--- src/rtl/hilo_muldiv.sv ---
// Execute-stage multiply/divide unit that owns the HI/LO pair.
// Multiplies take one cycle; divides use a restoring radix-2 iteration with a down-counter.
module hilo_muldiv #(
  parameter int DIV_ITERS = 32
) (
  input  logic        clk,
  input  logic        rst,
  input  logic        start,
  input  logic [5:0]  aluop,
  input  logic [5:0]  funct,
  input  logic [31:0] src_a,
  input  logic [31:0] src_b,
  input  logic        mthi,
  input  logic        mtlo,
  input  logic        ack,
  input  logic        flush,
  output logic        busy,
  output logic        done,
  output logic [31:0] mul_result,
  output logic [31:0] hi_o,
  output logic [31:0] lo_o
);

  // state  | meaning
  // S_IDLE | waiting for start, accepts mthi/mtlo
  // S_MUL  | one-cycle product capture
  // S_DIV  | DIV_ITERS restoring-division iterations
  // S_DONE | result held until ack or flush

  localparam logic [5:0] R_TYPE_OP = 6'h00;
  localparam logic [5:0] MUL_OP    = 6'h30;
  localparam logic [5:0] MADD_OP   = 6'h31;
  localparam logic [5:0] MADDU_OP  = 6'h32;
  localparam logic [5:0] MSUB_OP   = 6'h33;
  localparam logic [5:0] MSUBU_OP  = 6'h34;
  localparam logic [5:0] F_MULT    = 6'h18;
  localparam logic [5:0] F_MULTU   = 6'h19;
  localparam logic [5:0] F_DIV     = 6'h1a;
  localparam logic [5:0] F_DIVU    = 6'h1b;
  localparam int         CW        = $clog2(DIV_ITERS);
  localparam logic [CW-1:0] CNT_LOAD = CW'(DIV_ITERS - 1);

  typedef enum logic [1:0] {S_IDLE, S_MUL, S_DIV, S_DONE} state_t;
  typedef enum logic [3:0] {
    OP_NONE, OP_MULT, OP_MULTU, OP_MUL, OP_MADD, OP_MADDU,
    OP_MSUB, OP_MSUBU, OP_DIV, OP_DIVU
  } op_t;

  state_t        state_q, state_d;
  op_t           op_q, op_d, req_op;
  logic [31:0]   a_q, a_d, b_q, b_d;
  logic [CW-1:0] cnt_q, cnt_d;
  logic [31:0]   rem_q, rem_d, quo_q, quo_d;
  logic [31:0]   res_hi_q, res_hi_d, res_lo_q, res_lo_d;
  logic [31:0]   hi_q, hi_d, lo_q, lo_d;

  logic          signed_op;
  logic [63:0]   ext_a, ext_b, prod, acc;
  logic [31:0]   dvs, rem_nxt, quo_nxt, q_fix, r_fix;
  logic [32:0]   shifted, trial;

  always_comb begin
    req_op = OP_NONE;
    case (aluop)
      MUL_OP:   req_op = OP_MUL;
      MADD_OP:  req_op = OP_MADD;
      MADDU_OP: req_op = OP_MADDU;
      MSUB_OP:  req_op = OP_MSUB;
      MSUBU_OP: req_op = OP_MSUBU;
      R_TYPE_OP: begin
        case (funct)
          F_MULT:  req_op = OP_MULT;
          F_MULTU: req_op = OP_MULTU;
          F_DIV:   req_op = OP_DIV;
          F_DIVU:  req_op = OP_DIVU;
          default: req_op = OP_NONE;
        endcase
      end
      default: req_op = OP_NONE;
    endcase
  end

  // Datapath works on the latched operands; low 64 bits of the extended product
  // are correct for both signed and unsigned operands.
  always_comb begin
    signed_op = op_q inside {OP_MULT, OP_MUL, OP_MADD, OP_MSUB, OP_DIV};
    ext_a     = signed_op ? {{32{a_q[31]}}, a_q} : {32'b0, a_q};
    ext_b     = signed_op ? {{32{b_q[31]}}, b_q} : {32'b0, b_q};
    prod      = ext_a * ext_b;
    dvs       = (signed_op && b_q[31]) ? -b_q : b_q;
    shifted   = {rem_q, quo_q[31]};
    trial     = shifted - {1'b0, dvs};
    rem_nxt   = trial[32] ? shifted[31:0] : trial[31:0];
    quo_nxt   = {quo_q[30:0], ~trial[32]};
    q_fix     = (signed_op && (a_q[31] ^ b_q[31])) ? -quo_nxt : quo_nxt;
    r_fix     = (signed_op && a_q[31]) ? -rem_nxt : rem_nxt;
    acc       = {hi_q, lo_q};
  end

  always_comb begin
    state_d  = state_q;
    op_d     = op_q;
    a_d      = a_q;
    b_d      = b_q;
    cnt_d    = cnt_q;
    rem_d    = rem_q;
    quo_d    = quo_q;
    res_hi_d = res_hi_q;
    res_lo_d = res_lo_q;
    hi_d     = hi_q;
    lo_d     = lo_q;
    busy     = 1'b0;
    done     = 1'b0;
    case (state_q)
      S_IDLE: begin
        if (start && !flush) begin
          busy = 1'b1;
          if (req_op != OP_NONE) begin
            op_d = req_op;
            a_d  = src_a;
            b_d  = src_b;
          end
          if (req_op == OP_DIV || req_op == OP_DIVU) begin
            state_d = S_DIV;
            cnt_d   = CNT_LOAD;
            rem_d   = '0;
            quo_d   = (req_op == OP_DIV && src_a[31]) ? -src_a : src_a;
          end else if (req_op != OP_NONE) begin
            state_d = S_MUL;
          end
        end else if (!flush && !start) begin
          if (mthi) hi_d = src_a;
          if (mtlo) lo_d = src_a;
        end
      end
      S_MUL: begin
        busy = 1'b1;
        if (flush) begin
          state_d = S_IDLE;
        end else begin
          {res_hi_d, res_lo_d} = prod;
          state_d = S_DONE;
        end
      end
      S_DIV: begin
        busy = 1'b1;
        if (flush) begin
          state_d = S_IDLE;
        end else begin
          rem_d = rem_nxt;
          quo_d = quo_nxt;
          if (cnt_q == '0) begin
            state_d = S_DONE;
            // Divide by zero bypasses the sign fix-up with a fixed result.
            if (b_q == '0) begin
              res_lo_d = 32'hffff_ffff;
              res_hi_d = a_q;
            end else begin
              res_lo_d = q_fix;
              res_hi_d = r_fix;
            end
          end else begin
            cnt_d = cnt_q - 1'b1;
          end
        end
      end
      S_DONE: begin
        done = 1'b1;
        if (flush) begin
          state_d = S_IDLE;
        end else if (ack) begin
          state_d = S_IDLE;
          case (op_q)
            OP_MULT, OP_MULTU, OP_DIV, OP_DIVU: {hi_d, lo_d} = {res_hi_q, res_lo_q};
            OP_MADD, OP_MADDU: {hi_d, lo_d} = acc + {res_hi_q, res_lo_q};
            OP_MSUB, OP_MSUBU: {hi_d, lo_d} = acc - {res_hi_q, res_lo_q};
            default: ;
          endcase
        end
      end
      default: state_d = S_IDLE;
    endcase
  end

  always_ff @(posedge clk) begin
    if (rst) begin
      state_q  <= S_IDLE;
      op_q     <= OP_NONE;
      a_q      <= '0;
      b_q      <= '0;
      cnt_q    <= '0;
      rem_q    <= '0;
      quo_q    <= '0;
      res_hi_q <= '0;
      res_lo_q <= '0;
      hi_q     <= '0;
      lo_q     <= '0;
    end else begin
      state_q  <= state_d;
      op_q     <= op_d;
      a_q      <= a_d;
      b_q      <= b_d;
      cnt_q    <= cnt_d;
      rem_q    <= rem_d;
      quo_q    <= quo_d;
      res_hi_q <= res_hi_d;
      res_lo_q <= res_lo_d;
      hi_q     <= hi_d;
      lo_q     <= lo_d;
    end
  end

  assign mul_result = res_lo_q;
  assign hi_o       = hi_q;
  assign lo_o       = lo_q;

endmodule

--- config.mk ---
export PLATFORM = sky130hd
export DESIGN_NAME = hilo_muldiv
export DESIGN_NICKNAME = d
export VERILOG_FILES = /design/src/rtl/hilo_muldiv.sv
export SDC_FILE = /design/constraint.sdc
export NUM_CORES = 2
export LEC_CHECK = 0
export ABC_AREA = 1
export BUFFER_PORTS_ARGS = -buffer_cell sky130_fd_sc_hd__buf_2
export CAP_MARGIN = 15
export CORE_AREA = 2 2 361 363
export DETAILED_ROUTE_END_ITERATION = 6
export DIE_AREA = 0 0 363 365
export GPL_TIMING_DRIVEN = 1
export PLACE_DENSITY_LB_ADDON = 0.08
export SLEW_MARGIN = 20
export SYNTH_ARGS = -nofsm -noshare
export SYNTH_HDL_FRONTEND = slang
export SYNTH_SLANG_ARGS = --single-unit
--- constraint.sdc ---
create_clock -name clk -period 9.01 [get_ports clk]
set_input_delay 0.4505 -clock clk [delete_from_list [all_inputs] [get_ports clk]]
set_output_delay 0.4505 -clock clk [all_outputs]
set_load 0.02 [all_outputs]
# Word-level counts from Yosys, hierarchy flattened
# Cells that the tools add are included.
dict set report totals {
  regBits 267
  elab_cells 148
}
dict set report classes {
  addsub 8
  n_mul 1
  eq_ne 39
  muxes 58
  n_bitwise 2
  reduce_logical 29
}
# op count
set ops {}
lappend ops {{32-bit 2-to-1 mux} 29}
lappend ops {{32-bit case mux with 2 select lines} 6}
lappend ops {{32-bit case mux with 3 select lines} 2}
lappend ops {{64-bit 2-to-1 mux} 2}
lappend ops {{32-bit negation} 4}
lappend ops {{64-bit adder} 1}
lappend ops {{64-bit by 64-bit multiplier with 64-bit output} 1}
lappend ops {{64-bit subtractor} 1}
lappend ops {{33-bit by 32-bit subtractor with 33-bit output} 1}
lappend ops {{32-bit zero test} 1}
lappend ops {{6-bit == test (second input constant)} 5}
lappend ops {{6-bit by 5-bit == test with 1-bit output (second input constant)} 4}
lappend ops {{2-bit != test (second input constant)} 12}
lappend ops {{4-bit case mux with 6 select lines} 1}
lappend ops {{5-bit 2-to-1 mux} 4}
lappend ops {{4-bit by 3-bit == test with 1-bit output (second input constant)} 4}
lappend ops {{4-bit == test (second input constant)} 4}
lappend ops {{2-bit 2-to-1 mux} 8}
lappend ops {{4-bit case mux with 4 select lines} 1}
lappend ops {{7-bit AND reduction} 2}
lappend ops {{4-bit AND reduction} 3}
lappend ops {{5-bit case mux with 2 select lines} 1}
lappend ops {{3-bit != test (second input constant)} 3}
lappend ops {{4-bit by 2-bit == test with 1-bit output (second input constant)} 2}
lappend ops {{other kinds (23)} 35}

# Depth between registers and ports, before layout
dict set report logic_depth {
  word_depth 12
  mapped_depth 47
  depth_no_buf 46
}

# Least setup slack after synthesis
# Ideal clock, no wire load.
dict set report synth_timing {
  kind {register -> register}
  from {reg op_q[3]}
  to {reg res_hi_q[31]}
  t_arrival_ns 9.502
  t_required_ns 8.891
  slack_ns -0.612
  stages_incl_launch_ff 40
  n_path_buf 3
  period_less_slack_ns 9.622
  path_cell_list {dfxtp_1 nor2_1 inv_1 nand3_1 nand2_1 inv_1 clkbuf_1 clkbuf_1 clkbuf_1 nor2_1 fa_1 inv_1 fa_1 inv_1 fa_1 inv_1 fa_1 inv_1 (+4 left out) fa_1 inv_1 fa_1 inv_1 fa_1 inv_1 ha_1 a21oi_1 nor3_1 a2111oi_0 o211a_1 nand2_1 inv_1 nand3_1 nand3_1 nand2_1 inv_1 a21oi_1}
}
dict set report synth_between {
  elab_chain_cells 12
}
# element line_no
set synth_rtl {}
lappend synth_rtl {{from (decl)} 50} ;# op_t op_q, op_d, req_op;
lappend synth_rtl {{from (signal assigned)} 200} ;# op_q <= op_d;
lappend synth_rtl {{4-bit by 1-bit == test with 1-bit output (tied with other cells)} 86} ;# signed_op = op_q inside {OP_MULT, OP_MUL, OP_MADD, OP_MSUB, OP_DIV};
lappend synth_rtl {{5-bit nonzero test (*)} 86}
lappend synth_rtl {{1-bit logical AND} 90} ;# dvs = (signed_op && b_q[31]) ? -b_q : b_q;
lappend synth_rtl {{32-bit 2-to-1 mux} 90}
lappend synth_rtl {{33-bit by 32-bit subtractor with 33-bit output} 92} ;# trial = shifted - {1'b0, dvs};
lappend synth_rtl {{32-bit 2-to-1 mux} 93} ;# rem_nxt = trial[32] ? shifted[31:0] : trial[31:0];
lappend synth_rtl {{32-bit negation} 96} ;# r_fix = (signed_op && a_q[31]) ? -rem_nxt : rem_nxt;
lappend synth_rtl {{32-bit 2-to-1 mux} 96}
lappend synth_rtl {{32-bit 2-to-1 mux} 155} ;# if (b_q == '0) begin
lappend synth_rtl {{32-bit 2-to-1 mux} 152} ;# if (cnt_q == '0) begin
lappend synth_rtl {{32-bit 2-to-1 mux} 147} ;# if (flush) begin
lappend synth_rtl {{32-bit case mux with 2 select lines (*)} 114} ;# case (state_q)
lappend synth_rtl {{to (signal assigned)} 206} ;# res_hi_q <= res_hi_d;
lappend synth_rtl {{to (decl)} 54} ;# logic [31:0] res_hi_q, res_hi_d, res_lo_q, res_lo_d;
# Every way passes the cells marked *; elsewhere a longest branch is shown, timed or not. The select of a mux whose other input is x is not followed.
# A chain may end at the register's enable or synchronous reset.

# Final worst setup path
dict set report layout_timing {
  from {reg op_q[0]}
  to {reg res_hi_q[31]}
}
# The elaborated chain is that of the path after synthesis.

==> reports/summary.log <==
qor: run_status.result_of_the_run finished, violations left
qor: run_status.violations DRC, setup timing
qor: place.globalplace.congestion 1.10
qor: final_layout.synth_to_final_area_change 11.4%
qor: global_route.use_met2 73.6%
qor: worst_setup_path.worst-path-max-fanout 21
qor: yosys.synth_enable_flop_cells 0
qor: detailed_routing.drt_first_pass_iters 7
qor: yosys.postSynthCellCount 10700
qor: yosys.synth_cell_types 60
qor: sta.worst_slack -0.0203 ns
qor: yosys.synth.avg_cell_area 7.14 um^2
qor: yosys.yosys_most_used_dff sky130_fd_sc_hd__dfxtp_1
qor: global_route.grt-busiest-layer met2
qor: worst_setup_path.worstSetupPathType reg -> reg
qor: worst_setup_path.critical-path-top-cell-by-count sky130_fd_sc_hd__fa_1
qor: worst_setup_path.crit_slowest_cell sky130_fd_sc_hd__fa_1
qor: place.hpwlAfterDp 268000 um
qor: power.power-per-cell-area 68.5 mW/mm^2
qor: detailed_routing.wl 320000 um
qor: worst_setup_path.worst-endpoint-arrival 9.50 ns
qor: detailed_routing.post_drt_via_cell_ratio 5.91
qor: sta.max_slew.worst_pin.slew 1.28 ns
qor: yosys.post_synthesis_register_bit_count 267
qor: final_layout.design.final.nets 13100
qor: worst_setup_path.path_delay_family adder cells
qor: detailed_routing.detail_route.wl_per_cell 25.0 um
qor: job.drv.max_cap_violation_count 0
qor: sta.period_share 100%
qor: worst_setup_path.cp.buffers_inverters 10
qor: detailed_routing.via_count 75800
qor: cts.clock_tree.buffer_depth 3
qor: cts.clk_transition_reported_paths 0.07 ns
qor: detailed_routing.starting_drc_count_in_detailed_routing 8740
qor: worst_setup_path.startpoint_type register
qor: cts.clock_sinks 267
qor: global_route.antenna_violations_before_repair 19
qor: yosys.mappedNetlistArea 0.0767 mm^2
qor: cts.cts.htree.levels 2
qor: floorplanning.fp.dieH 365 um
qor: floorplanning.dieArea 0.132 mm^2
qor: power.vdd_drop_max 96.2 uV
qor: sta.final_min_period 9.03 ns
qor: sta.clock-skew-final 0.0413 ns
qor: detailed_routing.antenna_violating_nets_post_route 0
qor: global_route.grt-ovfl-total 0
qor: global_route.global_route_wire_length_before_repair 473000 um
qor: sta.rsz0062_at_grt yes
qor: yosys.ys_seq_area_share 6.97%
qor: place.port_buffers 180
qor: cts.insertion_delay 0.62 ns
qor: cts.clock_tree.root_cell sky130_fd_sc_hd__clkbuf_16
qor: worst_setup_path.critical_path.max_stage_delay 0.57 ns
qor: floorplanning.die_width 363 um
qor: floorplanning.core-area 0.129 mm^2
qor: global_route.grt.total_usage 48.2%
qor: yosys.postSynth.asyncResetShare 0%
qor: final_layout.finish.cell_count_without_fillers 12800
qor: worst_setup_path.cp.required 9.48 ns
qor: global_route.gr_layer_usage_met3 13.3%
qor: sta.hold-worst-slack 0.117 ns
qor: yosys.synth_fp_nets 12700
qor: sta.max_clock_freq 0.111 GHz
qor: place.placed_cells_incl_taps 12700
qor: min_path.hold_path_class in -> reg
qor: worst_setup_path.end_kind register
qor: sta.hold_viol_final 0
qor: yosys.synth-warning-count 0
qor: sta.report.final.setup_viol 1
qor: power.power.leakage 47.4 nW
qor: final_layout.final_layout_size_suffix_gt1_share 10.6%
qor: floorplanning.io_pins 181
qor: cts.cts_made_buffers 38
qor: global_route.grt_pass1_vias 77900
qor: global_route.grt_max_degree 83
qor: floorplanning.floorplan.rows 132
qor: global_route.globalRouteMet1Util 59.7%
qor: floorplanning.start_util 59.6%
qor: detailed_routing.drc_errors 3
qor: cts.clock_tree_from_tritoncts built
qor: sta.maxSlewHeadroom 14.5%
qor: sta.report.final.slew_viol_count 0
what timing repair did:
action	4_1_cts	5_1_grt
endpoints found under the hold margin	0	0
setup buffers	0	1
cloned	1	0
pin swaps	1	35
setup endpoints to repair	14	36
hold buffers	0	0
resized for setup	20	210
state kept, by name (all words and copies together) (netlist names), 4 cells and up:
name / cells
a_q: 32
b_q: 32
hi_o: 32
lo_o: 32
mul_result: 32
quo_q: 32
rem_q: 32
res_hi_q: 32
cnt_q: 5
op_q: 4
cells by family after synthesis:
family	count (synthesis)	synth area share, %
simple gates	3618	19.3
xor+xnor	140	1.60
compound gates	1535	11.0
flops	267	6.97
buf+inv	3281	16.2
fa+ha+maj	1899	44.9
worst min-delay path: stages:
cell	delay [ns]
sky130_fd_sc_hd__buf_2	0.07
sky130_fd_sc_hd__o21ai_0	0.08
sky130_fd_sc_hd__nor2_1	0.10
report_power, final:
group,internal (W),switching [W]
combinational,0.000752,0.00209
sequential,0.00122,0.0000918
clock,0.000954,0.000744
through the flow:
stage	total power, W	setup WS, ns	utilization [%]	area [um^2]	TNS [ns]
2_1_floorplan	0.00299	0.0510	-	76700	0
3_3_place_gp	0.00399	-0.0429	64.7	83300	-0.0665
3_5_place_dp	0.00401	-0.116	64.7	83300	-0.717
4_1_cts	0.00569	0.00818	65.8	84700	0
5_1_grt	0.00605	-0.282	66.4	85400	-3.01
6_report	0.00585	-0.0203	66.4	85400	-0.0203
placed cells by master (no fill, tap or decap), types with 17 or more instances in the layout:
cell type                      n
sky130_fd_sc_hd__a21o_1       17
sky130_fd_sc_hd__a21oi_1     614
sky130_fd_sc_hd__a21oi_2      32
sky130_fd_sc_hd__a31oi_1      85
sky130_fd_sc_hd__buf_12       65
sky130_fd_sc_hd__buf_2       180
sky130_fd_sc_hd__buf_4       528
sky130_fd_sc_hd__clkbuf_16    39
sky130_fd_sc_hd__dfxtp_1     252
sky130_fd_sc_hd__fa_1       1406
sky130_fd_sc_hd__ha_1        464
sky130_fd_sc_hd__inv_1      2789
sky130_fd_sc_hd__inv_2        24
sky130_fd_sc_hd__nand2_1    2220
sky130_fd_sc_hd__nand2_2      51
sky130_fd_sc_hd__nand3_1     326
sky130_fd_sc_hd__nand3b_1     23
sky130_fd_sc_hd__nand4_1      49
sky130_fd_sc_hd__nor2_1      709
sky130_fd_sc_hd__nor2_2       51
sky130_fd_sc_hd__nor2_4       17
sky130_fd_sc_hd__nor3_1       66
sky130_fd_sc_hd__nor4_1       21
sky130_fd_sc_hd__o211ai_1     67
sky130_fd_sc_hd__o21ai_0     537
sky130_fd_sc_hd__o21ai_1      25
sky130_fd_sc_hd__o21bai_1     35
sky130_fd_sc_hd__o221ai_1     23
sky130_fd_sc_hd__or2_2        45
sky130_fd_sc_hd__xnor2_1      44
sky130_fd_sc_hd__xor2_1       94
synthesized netlist by cell type, types with 10 or more instances:
| library cell | number | area [um^2] |
|---|---|---|
| sky130_fd_sc_hd__o211ai_1 | 67 | 503 |
| sky130_fd_sc_hd__nand2_4 | 10 | 113 |
| sky130_fd_sc_hd__nand3b_1 | 23 | 173 |
| sky130_fd_sc_hd__nand2_2 | 38 | 238 |
| sky130_fd_sc_hd__a21boi_0 | 16 | 120 |
| sky130_fd_sc_hd__clkbuf_1 | 389 | 1460 |
| sky130_fd_sc_hd__fa_1 | 1422 | 28500 |
| sky130_fd_sc_hd__dfxtp_1 | 267 | 5350 |
| sky130_fd_sc_hd__ha_1 | 477 | 5970 |
| sky130_fd_sc_hd__nor2_2 | 16 | 100 |
| sky130_fd_sc_hd__o21a_1 | 13 | 97.6 |
| sky130_fd_sc_hd__o21ai_0 | 560 | 2800 |
| sky130_fd_sc_hd__a21oi_1 | 640 | 3200 |
| sky130_fd_sc_hd__nor3_1 | 72 | 360 |
| sky130_fd_sc_hd__nand2_1 | 2235 | 8390 |
| sky130_fd_sc_hd__a21o_1 | 17 | 128 |
| sky130_fd_sc_hd__or2_2 | 45 | 282 |
| sky130_fd_sc_hd__nor4_1 | 22 | 138 |
| sky130_fd_sc_hd__a221oi_1 | 12 | 105 |
| sky130_fd_sc_hd__nand4_1 | 49 | 307 |
| sky130_fd_sc_hd__xnor2_1 | 45 | 394 |
| sky130_fd_sc_hd__o21ai_1 | 11 | 55.1 |
| sky130_fd_sc_hd__xor2_1 | 95 | 832 |
| sky130_fd_sc_hd__nor2_1 | 756 | 2840 |
| sky130_fd_sc_hd__nand3_1 | 328 | 1640 |
| sky130_fd_sc_hd__buf_1 | 53 | 199 |
| sky130_fd_sc_hd__a31oi_1 | 94 | 588 |
| sky130_fd_sc_hd__inv_1 | 2806 | 10500 |
| sky130_fd_sc_hd__o221ai_1 | 23 | 201 |
| sky130_fd_sc_hd__o21bai_1 | 36 | 270 |
| sky130_fd_sc_hd__buf_2 | 10 | 50.1 |
metal layers:
| layer | vias up | part of all wire (%) |
|---|---|---|
| met1 | 36200 | 36 |
| li1 | 32700 | - |
| met4 | 30 | 8.5 |
| met3 | 1492 | 13 |
| met5 | - | 0.064 |
| met2 | 5381 | 43 |
layout make-up:
cell class                 count  area (um^2)
multi-input combinational   7192        59700
fill                       10800        43200
inverter                    2819        10600
timing repair buffer         781         6310
sequential                   267         5380
tap                         1675         2100
clock buffer                  44         1040
clock inverter                25          275
antenna                       16         40.0
final timing paths:
kind	start	to	slack (ns)	depth (start not counted)
worst min-delay path	src_b[14]	b_q[14]$_SDFFE_PP0P_	0.12	3
worst max-delay path	op_q[0]$_SDFFE_PP0P_	res_hi_q[31]$_SDFFE_PP0P_	-0.02	34
worst min register to register	quo_q[30]$_SDFFE_PP0P_	quo_q[30]$_SDFFE_PP0P_	0.47	2
worst max register to register	op_q[0]$_SDFFE_PP0P_	res_hi_q[31]$_SDFFE_PP0P_	-0.02	34
(Power assumes the default switching activity.)
